File: src/rtl/nvmem_write_scheduler.sv
// NVMEM write scheduler: round-robin CPU/DMA arbitration into a small FIFO,
// token-bucket rate limited issue to NVMEM with req/ack and ack timeout.
// Excess writes back-pressure the requesters instead of resetting the device.
module nvmem_write_scheduler #(
  parameter logic [15:0] NVMEM_START   = 16'hE000,
  parameter int          DEPTH         = 4,
  parameter int          BUCKET_MAX    = 4,
  parameter int          REFILL_PERIOD = 200,
  parameter int          ACK_TIMEOUT   = 16
) (
  input  logic                     clk,
  input  logic                     reset,
  input  logic [15:0]              cpu_addr,
  input  logic [15:0]              cpu_din,
  input  logic                     cpu_wen,
  output logic                     cpu_ready,
  input  logic [15:0]              dma_addr,
  input  logic [15:0]              dma_din,
  input  logic                     dma_wen,
  output logic                     dma_ready,
  output logic [15:0]              nv_addr,
  output logic [15:0]              nv_dout,
  output logic                     nv_req,
  input  logic                     nv_ack,
  output logic                     addr_err,
  output logic                     nv_err,
  output logic                     throttled,
  output logic [$clog2(DEPTH):0]   fifo_level
);
  localparam int PW = $clog2(DEPTH);
  localparam int LW = PW + 1;
  localparam int TW = $clog2(BUCKET_MAX + 1);
  localparam int CW = $clog2(REFILL_PERIOD + 1);
  localparam int OW = $clog2(ACK_TIMEOUT + 1);

  typedef enum logic {IDLE, REQ} state_t;

  state_t          state_q, state_d;
  logic            rr_q, rr_d;          // 0: CPU wins next contest, 1: DMA
  logic [LW-1:0]   level_q, level_d;
  logic [PW-1:0]   wptr_q, rptr_q;
  logic [TW-1:0]   tokens_q, tokens_d;
  logic [CW-1:0]   cnt_q, cnt_d;
  logic [OW-1:0]   to_q, to_d;
  logic [15:0]     nva_q, nvd_q;
  logic            addr_err_q, nv_err_q, thr_q;
  logic [31:0]     mem_q [DEPTH];

  logic            full, acc, push, bad, pop, consume, load, tmo, wrap;
  logic [15:0]     wr_addr, wr_data;
  logic [TW:0]     tsum;

  // Arbitration: a full FIFO stalls both sides; contests resolved by rr_q.
  always_comb begin
    full      = (level_q == LW'(DEPTH));
    cpu_ready = cpu_wen && !full && (!dma_wen || !rr_q);
    dma_ready = dma_wen && !full && (!cpu_wen || rr_q);
    acc       = cpu_ready || dma_ready;
    wr_addr   = cpu_ready ? cpu_addr : dma_addr;
    wr_data   = cpu_ready ? cpu_din  : dma_din;
    push      = acc && (wr_addr >= NVMEM_START);
    bad       = acc && (wr_addr <  NVMEM_START);
    rr_d      = (cpu_wen && dma_wen && !full) ? ~rr_q : rr_q;
  end

  // Issue FSM next state; one IDLE cycle always separates requests.
  always_comb begin
    state_d = state_q;
    to_d    = to_q;
    pop     = 1'b0;
    tmo     = 1'b0;
    consume = 1'b0;
    load    = 1'b0;
    case (state_q)
      IDLE: begin
        if (level_q != '0 && tokens_q != '0) begin
          state_d = REQ;
          consume = 1'b1;
          load    = 1'b1;
          to_d    = '0;
        end
      end
      REQ: begin
        to_d = to_q + 1'b1;
        if (nv_ack) begin
          pop     = 1'b1;
          state_d = IDLE;
        end else if (to_q == OW'(ACK_TIMEOUT - 1)) begin
          pop     = 1'b1;
          tmo     = 1'b1;
          state_d = IDLE;
        end
      end
      default: state_d = IDLE;
    endcase
  end

  // Occupancy, token bucket (saturate after net refill/consume) and refill timer.
  always_comb begin
    level_d = level_q + LW'(push) - LW'(pop);
    wrap    = (cnt_q == CW'(REFILL_PERIOD - 1));
    cnt_d   = wrap ? '0 : cnt_q + 1'b1;
    tsum    = {1'b0, tokens_q} + (TW+1)'(wrap) - (TW+1)'(consume);
    tokens_d = (tsum > (TW+1)'(BUCKET_MAX)) ? TW'(BUCKET_MAX) : tsum[TW-1:0];
  end

  // Control state registers.
  always_ff @(posedge clk or posedge reset) begin
    if (reset) begin
      state_q    <= IDLE;
      rr_q       <= 1'b0;
      level_q    <= '0;
      wptr_q     <= '0;
      rptr_q     <= '0;
      tokens_q   <= TW'(BUCKET_MAX);
      cnt_q      <= '0;
      to_q       <= '0;
      nva_q      <= '0;
      nvd_q      <= '0;
      addr_err_q <= 1'b0;
      nv_err_q   <= 1'b0;
      thr_q      <= 1'b0;
    end else begin
      state_q    <= state_d;
      rr_q       <= rr_d;
      level_q    <= level_d;
      tokens_q   <= tokens_d;
      cnt_q      <= cnt_d;
      to_q       <= to_d;
      addr_err_q <= bad;
      nv_err_q   <= tmo;
      thr_q      <= (level_d != '0) && (tokens_d == '0);
      if (push) wptr_q <= wptr_q + 1'b1;
      if (pop)  rptr_q <= rptr_q + 1'b1;
      if (load) {nva_q, nvd_q} <= mem_q[rptr_q];
    end
  end

  // FIFO storage; contents are don't-care after reset since pointers clear.
  always_ff @(posedge clk) begin
    if (push) mem_q[wptr_q] <= {wr_addr, wr_data};
  end

  assign nv_req     = (state_q == REQ);
  assign nv_addr    = nva_q;
  assign nv_dout    = nvd_q;
  assign addr_err   = addr_err_q;
  assign nv_err     = nv_err_q;
  assign throttled  = thr_q;
  assign fifo_level = level_q;
endmodule

File: config.mk
export PLATFORM = sky130hd
export DESIGN_NAME = nvmem_write_scheduler
export DESIGN_NICKNAME = d
export VERILOG_FILES = /design/src/rtl/nvmem_write_scheduler.sv
export SDC_FILE = /design/constraint.sdc
export NUM_CORES = 1
export LEC_CHECK = 0
export BUFFER_PORTS_ARGS = -buffer_cell sky130_fd_sc_hd__buf_2
export CORE_UTILIZATION = 30
export CTS_BUF_LIST = sky130_fd_sc_hd__clkbuf_8
export DETAILED_ROUTE_END_ITERATION = 10
export SLEW_MARGIN = 0
export SYNTH_ARGS = -nofsm -noshare
export SYNTH_HDL_FRONTEND = slang
export SYNTH_SLANG_ARGS = --single-unit
File: constraint.sdc
create_clock -name clk -period 4.9 [get_ports clk]
set_input_delay 1.47 -clock clk [delete_from_list [all_inputs] [get_ports clk]]
set_output_delay 1.47 -clock clk [all_outputs]
set_load 0.05 [all_outputs]
==> metrics, run 1 <==
Worst setup EP type=output port; Clk network pwr share=27.6%; max_slew headroom=26.21%; WP data required=3.43 ns; PortBufs=109; Synth Instances=409; I/O pin count=110; post-route setup TNS=0 ns; CP startpoint kind=input port; Int Pwr=0.002826 W; Worst-Margin Slew=1.104 ns; Syn. warnings=0; Vias/cell=4.495; CP top delay family=buffers and inverters; combinational power share=22.5%; WP buf/inv=3; Post-synth EDFFs=128; hold buffers post-CTS=0; Multi-input gate area=roughly 0.0022 mm^2; Post-synth top flop=edfxtp_1; fraction of layout cells with a size suffix above 1=between 40 and 50%; Static Leak=between 3 and 4 nW; first-pass GRT wire length=between 20 and 25 mm; die height=161.7 um; TritonCTS clock tree=built; Max VDD drop=0.3351 mV; CP max FO=3; TritonCTS Buffers=17; Post-route DRC=0; Period Utilization, post-route=74.59%; Max-cap violations=0; Seq pwr share=50.0%; crit path DAT=about 2.2 ns; status=complete, no violations; critical path cell sequence=buf_2 > nand2_1 > nand3_2 > inv_1 > nor2_1 > buf_2; ys async rst share=31.91%; synth unique cells=38; sw power=0.001150 W; DR vias=3902; GPL Wtd Cong=roughly 0.76; min cycle time layout=3.655 ns; Max Slew Vio Count=0; Worst-path clk slew=0.09 ns; TritonRoute pass-1 iters=4; Initial Utilization=approximately 30%; register area share after synthesis=69.87%; fmax=0.2736 GHz; syn_nets=493; Filler cells=2410; Rows=58; dpl ws=roughly 0.96 ns; crit-path max cell delay=0.26 ns; DIE AREA=around 0.026 mm^2; crit path kind=input port to output port; n_diodes=0; largest net degree at the start of global routing=46; DR WL/cell=16.89 um; nets=~610; unrepaired setup endpoints after global routing=no; Fin. Hold Viols=0; vias in the first global route=approximately 4200; antenna violations before repair=0; H-tree Lvls=4; HP Class=flop to flop; clock root buffer=clkbuf_8; Slowest cell on crit path=buf_2; Post-Route Skew=0.01488 ns; register area=0.005349 mm^2; Syn Area/Cell=18.71 um^2; Core Box Area=0.02511 mm^2; Clock Sinks=188; switch share=28.92%; CTS Buffer Depth=2; DRT antenna net count=0; Layout area overhead=17.28%; #FFs+latches synth=188; worst skew pair latency=0.46 ns; hpwl dp=roughly 9.3 mm; final worst slack=1.245 ns; Die X-Extent=between 150 and 200 um; Starting DRT DRC Count=approximately 220; most used cell, CP=buf_2; Total Wirelength=14.66 mm; GRT overflow=0; ratio of total power to cell area=~440 mW/mm^2; GRT Total Usage=between 10% and 20%; setup violators final=0; post-CTS sizing=0; Cell Area, Synth=0.007652 mm^2; # Post-CTS Setup Buffers=0
## layout by cell type, fill, tap and decap left out, drive strengths merged, types with 2 or more instances in the layout
master  count
nand3      10
bufinv      3
nor2       14
and2        4
and3        4
fa          2
xor2        5
a21oi       2
nand2       8
clkbuf     18
ha         13
clkinv      3
o21ai       6
dfrtp      59
inv        24
xnor2      10
edfxtp    128
mux4       32
mux2       65
buf       112
## layout make-up
type                       count  share of cell area [%]
clock inverter                14                   2.008
sequential                   188                   59.60
multi-input combinational    189                   23.99
timing repair buffer         112                   6.329
tap                          330                   4.601
clock buffer                  18                   2.760
inverter                      17                  0.7110
## cells by family after synthesis
group                      share of synthesized area, %
adders and majority gates                         2.649
xor gates and xnor gates                          1.717
muxes                                             19.16
AOI/OAI and AO/OA                                 1.194
DFF                                               69.87
and+or+nand+nor                                   3.352
buffers and inverters                             2.060
## registers in the layout, indices dropped and copies added (netlist names)
signal / cells
addr_err: 1
cnt_q: 8
fifo_level: 3
mem_q: 128
nv_addr: 16
nv_dout: 16
nv_err: 1
nv_req: 1
rptr_q: 2
rr_q: 1
throttled: 1
to_q: 5
tokens_q: 3
wptr_q: 2
## routing by layer
layer	global-route usage (%)	part of all wire (%)	vias up	routed length [um]
li1	-	-	1793	-
met4	3.602	1.2	0	171
met1	14.81	44	2015	6438
met3	3.601	4.6	10	680
met2	20.02	50	84	7374
met5	0	0	-	0
## power groups by stage
stage | clock network, W | logic, W | registers, W
global route | 0.00118 | 0.000986 | 0.00201
floorplan | 0 | 0.000685 | 0.00201
detailed placement | 0 | 0.000922 | 0.00203
finish | 0.00110 | 0.000893 | 0.00199
global placement | 0 | 0.000888 | 0.00202
CTS | 0.00113 | 0.000925 | 0.00199
## synthesized netlist by cell type, types with 2 or more instances
cell	instances	area share [%]
edfxtp_1	128	50
dfrtp_1	59	19
mux2_2	38	5.6
mux4_2	32	9.4
mux2_1	26	3.8
inv_1	17	0.83
ha_1	13	2.1
nor2_1	13	0.64
xnor2_1	10	1.1
nand3_1	9	0.59
nand2_1	8	0.39
buf_2	6	0.39
o21ai_0	6	0.39
clkbuf_1	5	0.25
xor2_1	5	0.57
and2_1	4	0.33
and3_1	4	0.33
buf_6	4	0.59
a21oi_1	2	0.13
fa_1	2	0.52
## final timing paths
kind                          startpoint         end  slack [ns]  cells after the start
hold / removal                  cnt_q[0]    cnt_q[0]        0.46                      1
min in group asynchronous          reset  nv_dout[3]        1.23                      2
setup / recovery                 dma_wen   dma_ready        1.25                      6
setup reg to reg           fifo_level[1]   throttled        1.33                     12
max in group asynchronous          reset  nv_dout[6]        2.81                      3
hold reg to reg                 cnt_q[0]    cnt_q[0]        0.46                      1
## stage by stage
step	instances	instance area (um^2)	total power (W)	utilization, %	hold WS (ns)
after CTS	868	8975	0.004047	35.74	0.4591
after detailed placement	836	8547	0.002948	34.04	0.4467
after floorplan	409	7652	0.002693	-	0.4251
final	868	8975	0.003976	35.74	0.4559
after global placement	836	8547	0.002904	34.04	0.4409
after global routing	868	8975	0.004178	35.74	0.5069
No activity file was read; power rests on OpenSTA's default activity.
==> inputs of run 2 (changes only) <==
--- a/config.mk
+++ b/config.mk
@@ -5,6 +5,7 @@
 export SDC_FILE = /design/constraint.sdc
 export NUM_CORES = 1
 export LEC_CHECK = 0
+export ABC_AREA = 1
 export BUFFER_PORTS_ARGS = -buffer_cell sky130_fd_sc_hd__buf_2
 export CORE_UTILIZATION = 30
 export CTS_BUF_LIST = sky130_fd_sc_hd__clkbuf_8
==> constraint.sdc (replaced) <==
create_clock -name clk -period 3.5 [get_ports clk]
set_input_delay 1.05 -clock clk [delete_from_list [all_inputs] [get_ports clk]]
set_output_delay 1.05 -clock clk [all_outputs]
set_load 0.05 [all_outputs]
==> metrics, run 2 <==
Die X-Extent=164.7 um (was 161.7 um); commonest cells after routing, fill and taps aside=nand2_1, edfxtp_1, buf_2 (was edfxtp_1, buf_2, dfrtp_1); synth top area cells=edfxtp_1, dfrtp_1, nand2_1 (was edfxtp_1, dfrtp_1, mux4_2); CP startpoint kind=input port (unchanged); max reg flops=128 (unchanged); Post-synth top flop=edfxtp_1 (unchanged); Max-cap violations=0 (unchanged); TritonCTS Buffers=17 (unchanged); Max Slew Vio Count=0 (unchanged); worst hold path cell count=1 (unchanged); synth unique cells=31 (was 38); # Post-CTS Setup Buffers=0 (unchanged); Filler cells=2643 (was 2410); ratio of total power to cell area=527.7 mW/mm^2 (was 443.0 mW/mm^2); WP data required=2.45 ns (was 3.43 ns); I/O pin count=110 (unchanged); Min-Delay Endpoint=cnt_q[0] (unchanged); DR vias=5353 (was 3902); nets=912 (was 609); CP max FO=14 (was 3); DR WL/cell=15.09 um (was 16.89 um); R2R cell count=14 (was 12); Synth Area in XOR/XNOR=0.9921% (was 1.717%); multiplexer area fraction after synthesis=0% (was 19.16%); Post-route DRC=0 (unchanged); largest net degree at the start of global routing=67 (was 46); Seq pwr share=53.7% (was 50.0%); Core Box Area=0.02598 mm^2 (was 0.02511 mm^2); Post-Route Skew=0.03036 ns (was 0.01488 ns); post-route cell area=0.009364 mm^2 (was 0.008975 mm^2); antenna violations before repair=0 (unchanged); Int Pwr=0.003481 W (was 0.002826 W); GPL Wtd Cong=0.7374 (was 0.7586); Fin. Hold Viols=0 (unchanged); post-route setup TNS=0 ns (unchanged); worst skew pair latency=0.47 ns (was 0.46 ns); Max VDD drop=0.2130 mV (was 0.3351 mV); TritonRoute pass-1 iters=4 (unchanged); main combinational cell family by area after synthesis=simple AND/OR/NAND/NOR gates (was multiplexers); Yosys top cell area share=48.38% (was 50.23%); Initial Utilization=30.58% (was 30.48%); Synth Instances=721 (was 409); simple-gate share of the synthesized area=15.28% (was 3.352%); Syn Area/Cell=11.02 um^2 (was 18.71 um^2); register area=0.005349 mm^2 (unchanged); Total Wirelength=17.74 mm (was 14.66 mm); GRT overflow=0 (unchanged); Synth Area in Adders=2.551% (was 2.649%); Syn. warnings=0 (unchanged); #FFs+latches synth=188 (unchanged); Worst setup EP type=output port (unchanged); Rows=59 (was 58); crit path kind=input port to output port (unchanged); first-pass GRT wire length=27.91 mm (was 23.17 mm); post-CTS sizing=0 (unchanged); unrepaired setup endpoints after global routing=no (unchanged); r2r setup slk=0.86 ns (was 1.33 ns); cell with the most instances after synthesis=nand2_1 (was edfxtp_1); hpwl dp=11.04 mm (was 9.255 mm); GRT Total Usage=13.79% (was 11.93%); ys async rst share=31.91% (unchanged); Worst-path clk slew=0.10 ns (was 0.09 ns); status=complete, no violations (unchanged); Worst-Margin Slew=1.039 ns (was 1.104 ns); switch share=29.55% (was 28.92%); die height=164.7 um (was 161.7 um); CTS Buffer Depth=2 (unchanged); setup violators final=0 (unchanged); clock root buffer=clkbuf_8 (unchanged); min cycle time layout=3.102 ns; vias in the first global route=5150 (was 4239); DRT antenna net count=0 (unchanged); register with the most flip-flops=mem_q (unchanged); max_slew headroom=30.66% (was 26.21%); Layout area overhead=17.86% (was 17.28%); TritonCTS clock tree=built (unchanged); Synth Area in Compound Gates=9.512% (was 1.194%); n_diodes=0 (unchanged); DIE AREA=0.02714 mm^2 (was 0.02615 mm^2); register area share after synthesis=67.29% (was 69.87%); Multi-input gate area=0.002281 mm^2 (was 0.002153 mm^2); H-tree Lvls=4 (unchanged); hold buffers post-CTS=0 (unchanged); sw power=0.001460 W (was 0.001150 W); combinational power share=15.2% (was 22.5%); PortBufs=109 (unchanged); placement-stage cell area=0.008916 mm^2 (was 0.008547 mm^2); most common cell after layout, fill and taps aside=nand2_1 (was edfxtp_1); Period Utilization, post-route=around nine tenths; crit path DAT=2.05 ns (was 2.18 ns); fraction of layout cells with a size suffix above 1=20.93% (was 42.57%); hold wc startpoint=cnt_q[0] (unchanged); Post-synth top cells=nand2_1, edfxtp_1, o21ai_0 (was edfxtp_1, dfrtp_1, mux2_2); Clk network pwr share=31.2% (was 27.6%); Starting DRT DRC Count=324 (was 217); syn_nets=805 (was 493); Post-synth EDFFs=128 (unchanged); Vias/cell=4.552 (was 4.495); Clock Sinks=188 (unchanged); Static Leak=4.030 nW (was 3.567 nW); HP Class=flop to flop (unchanged); reg-to-reg startpoint=cnt_q[0] (was fifo_level[1]); Synth area leader=edfxtp_1 (unchanged); Cell Area, Synth=0.007945 mm^2 (was 0.007652 mm^2); fmax=0.3224 GHz; worst r2r dst=throttled (unchanged)
run 2: cell type report:
type,instances,share of cell area [%]
clock buffer,17,2.499
clock inverter,15,2.285
inverter,39,1.563
multi-input combinational,458,24.36
sequential,188,57.12
tap,335,4.476
timing repair buffer,124,7.696
run 2: layer usage:
| metal | vias to the layer above | share of wire [%] | track usage (%) |
|---|---|---|---|
| met5 | - | 0 | 0 |
| met4 | 0 | 0.95 | 4.420 |
| met3 | 7 | 3.9 | 2.788 |
| met2 | 110 | 50 | 23.61 |
| met1 | 2558 | 45 | 17.39 |
| li1 | 2678 | - | - |
run 2: logic make-up after synthesis:
group / Yosys count
AND/OR/NAND/NOR: 296
flip-flops: 188
AO/OA/AOI/OAI: 138
buffers and inverters: 75
adder cells (fa/ha/maj): 15
XOR/XNOR: 9
run 2: worst max-delay path: stages:
cell,delay [ns]
buf_2,0.11
nand2_1,0.18
nand3_4,0.14
buf_4,0.22
inv_1,0.08
buf_2,0.26
run 2: power groups by stage:
stage	clock, W	sequential [W]	combinational, W
2_1_floorplan	0	0.00278	0.000412
3_3_place_gp	0	0.00270	0.000754
3_5_place_dp	0	0.00270	0.000770
4_1_cts	0.00158	0.00265	0.000770
5_1_grt	0.00167	0.00267	0.000838
6_report	0.00154	0.00265	0.000749
run 2: metrics by stage:
step	hold WS (ns)	worst slack (ns)	util, %	total power (W)	std cells
floorplan	0.4329	0.04460	-	0.003194	721
global placement	0.4514	0.2659	34.31	0.003455	1144
detailed placement	0.4543	0.2259	34.31	0.003472	1144
CTS	0.4686	0.4025	36.04	0.005009	1176
global route	0.4875	0.3254	36.04	0.005173	1176
finish	0.4633	0.3978	36.04	0.004941	1176
run 2: how the worst max path moves through the flow:
stage | startpoint | endpoint | slack, ns | depth (start not counted)
floorplan | cpu_wen | mem_q[0][0] | 0.04 | 6
detailed placement | dma_wen | throttled | 0.23 | 15
global placement | dma_wen | throttled | 0.27 | 15
finish | dma_wen | cpu_ready | 0.40 | 6
global route | dma_wen | cpu_ready | 0.33 | 6
CTS | dma_wen | cpu_ready | 0.40 | 6
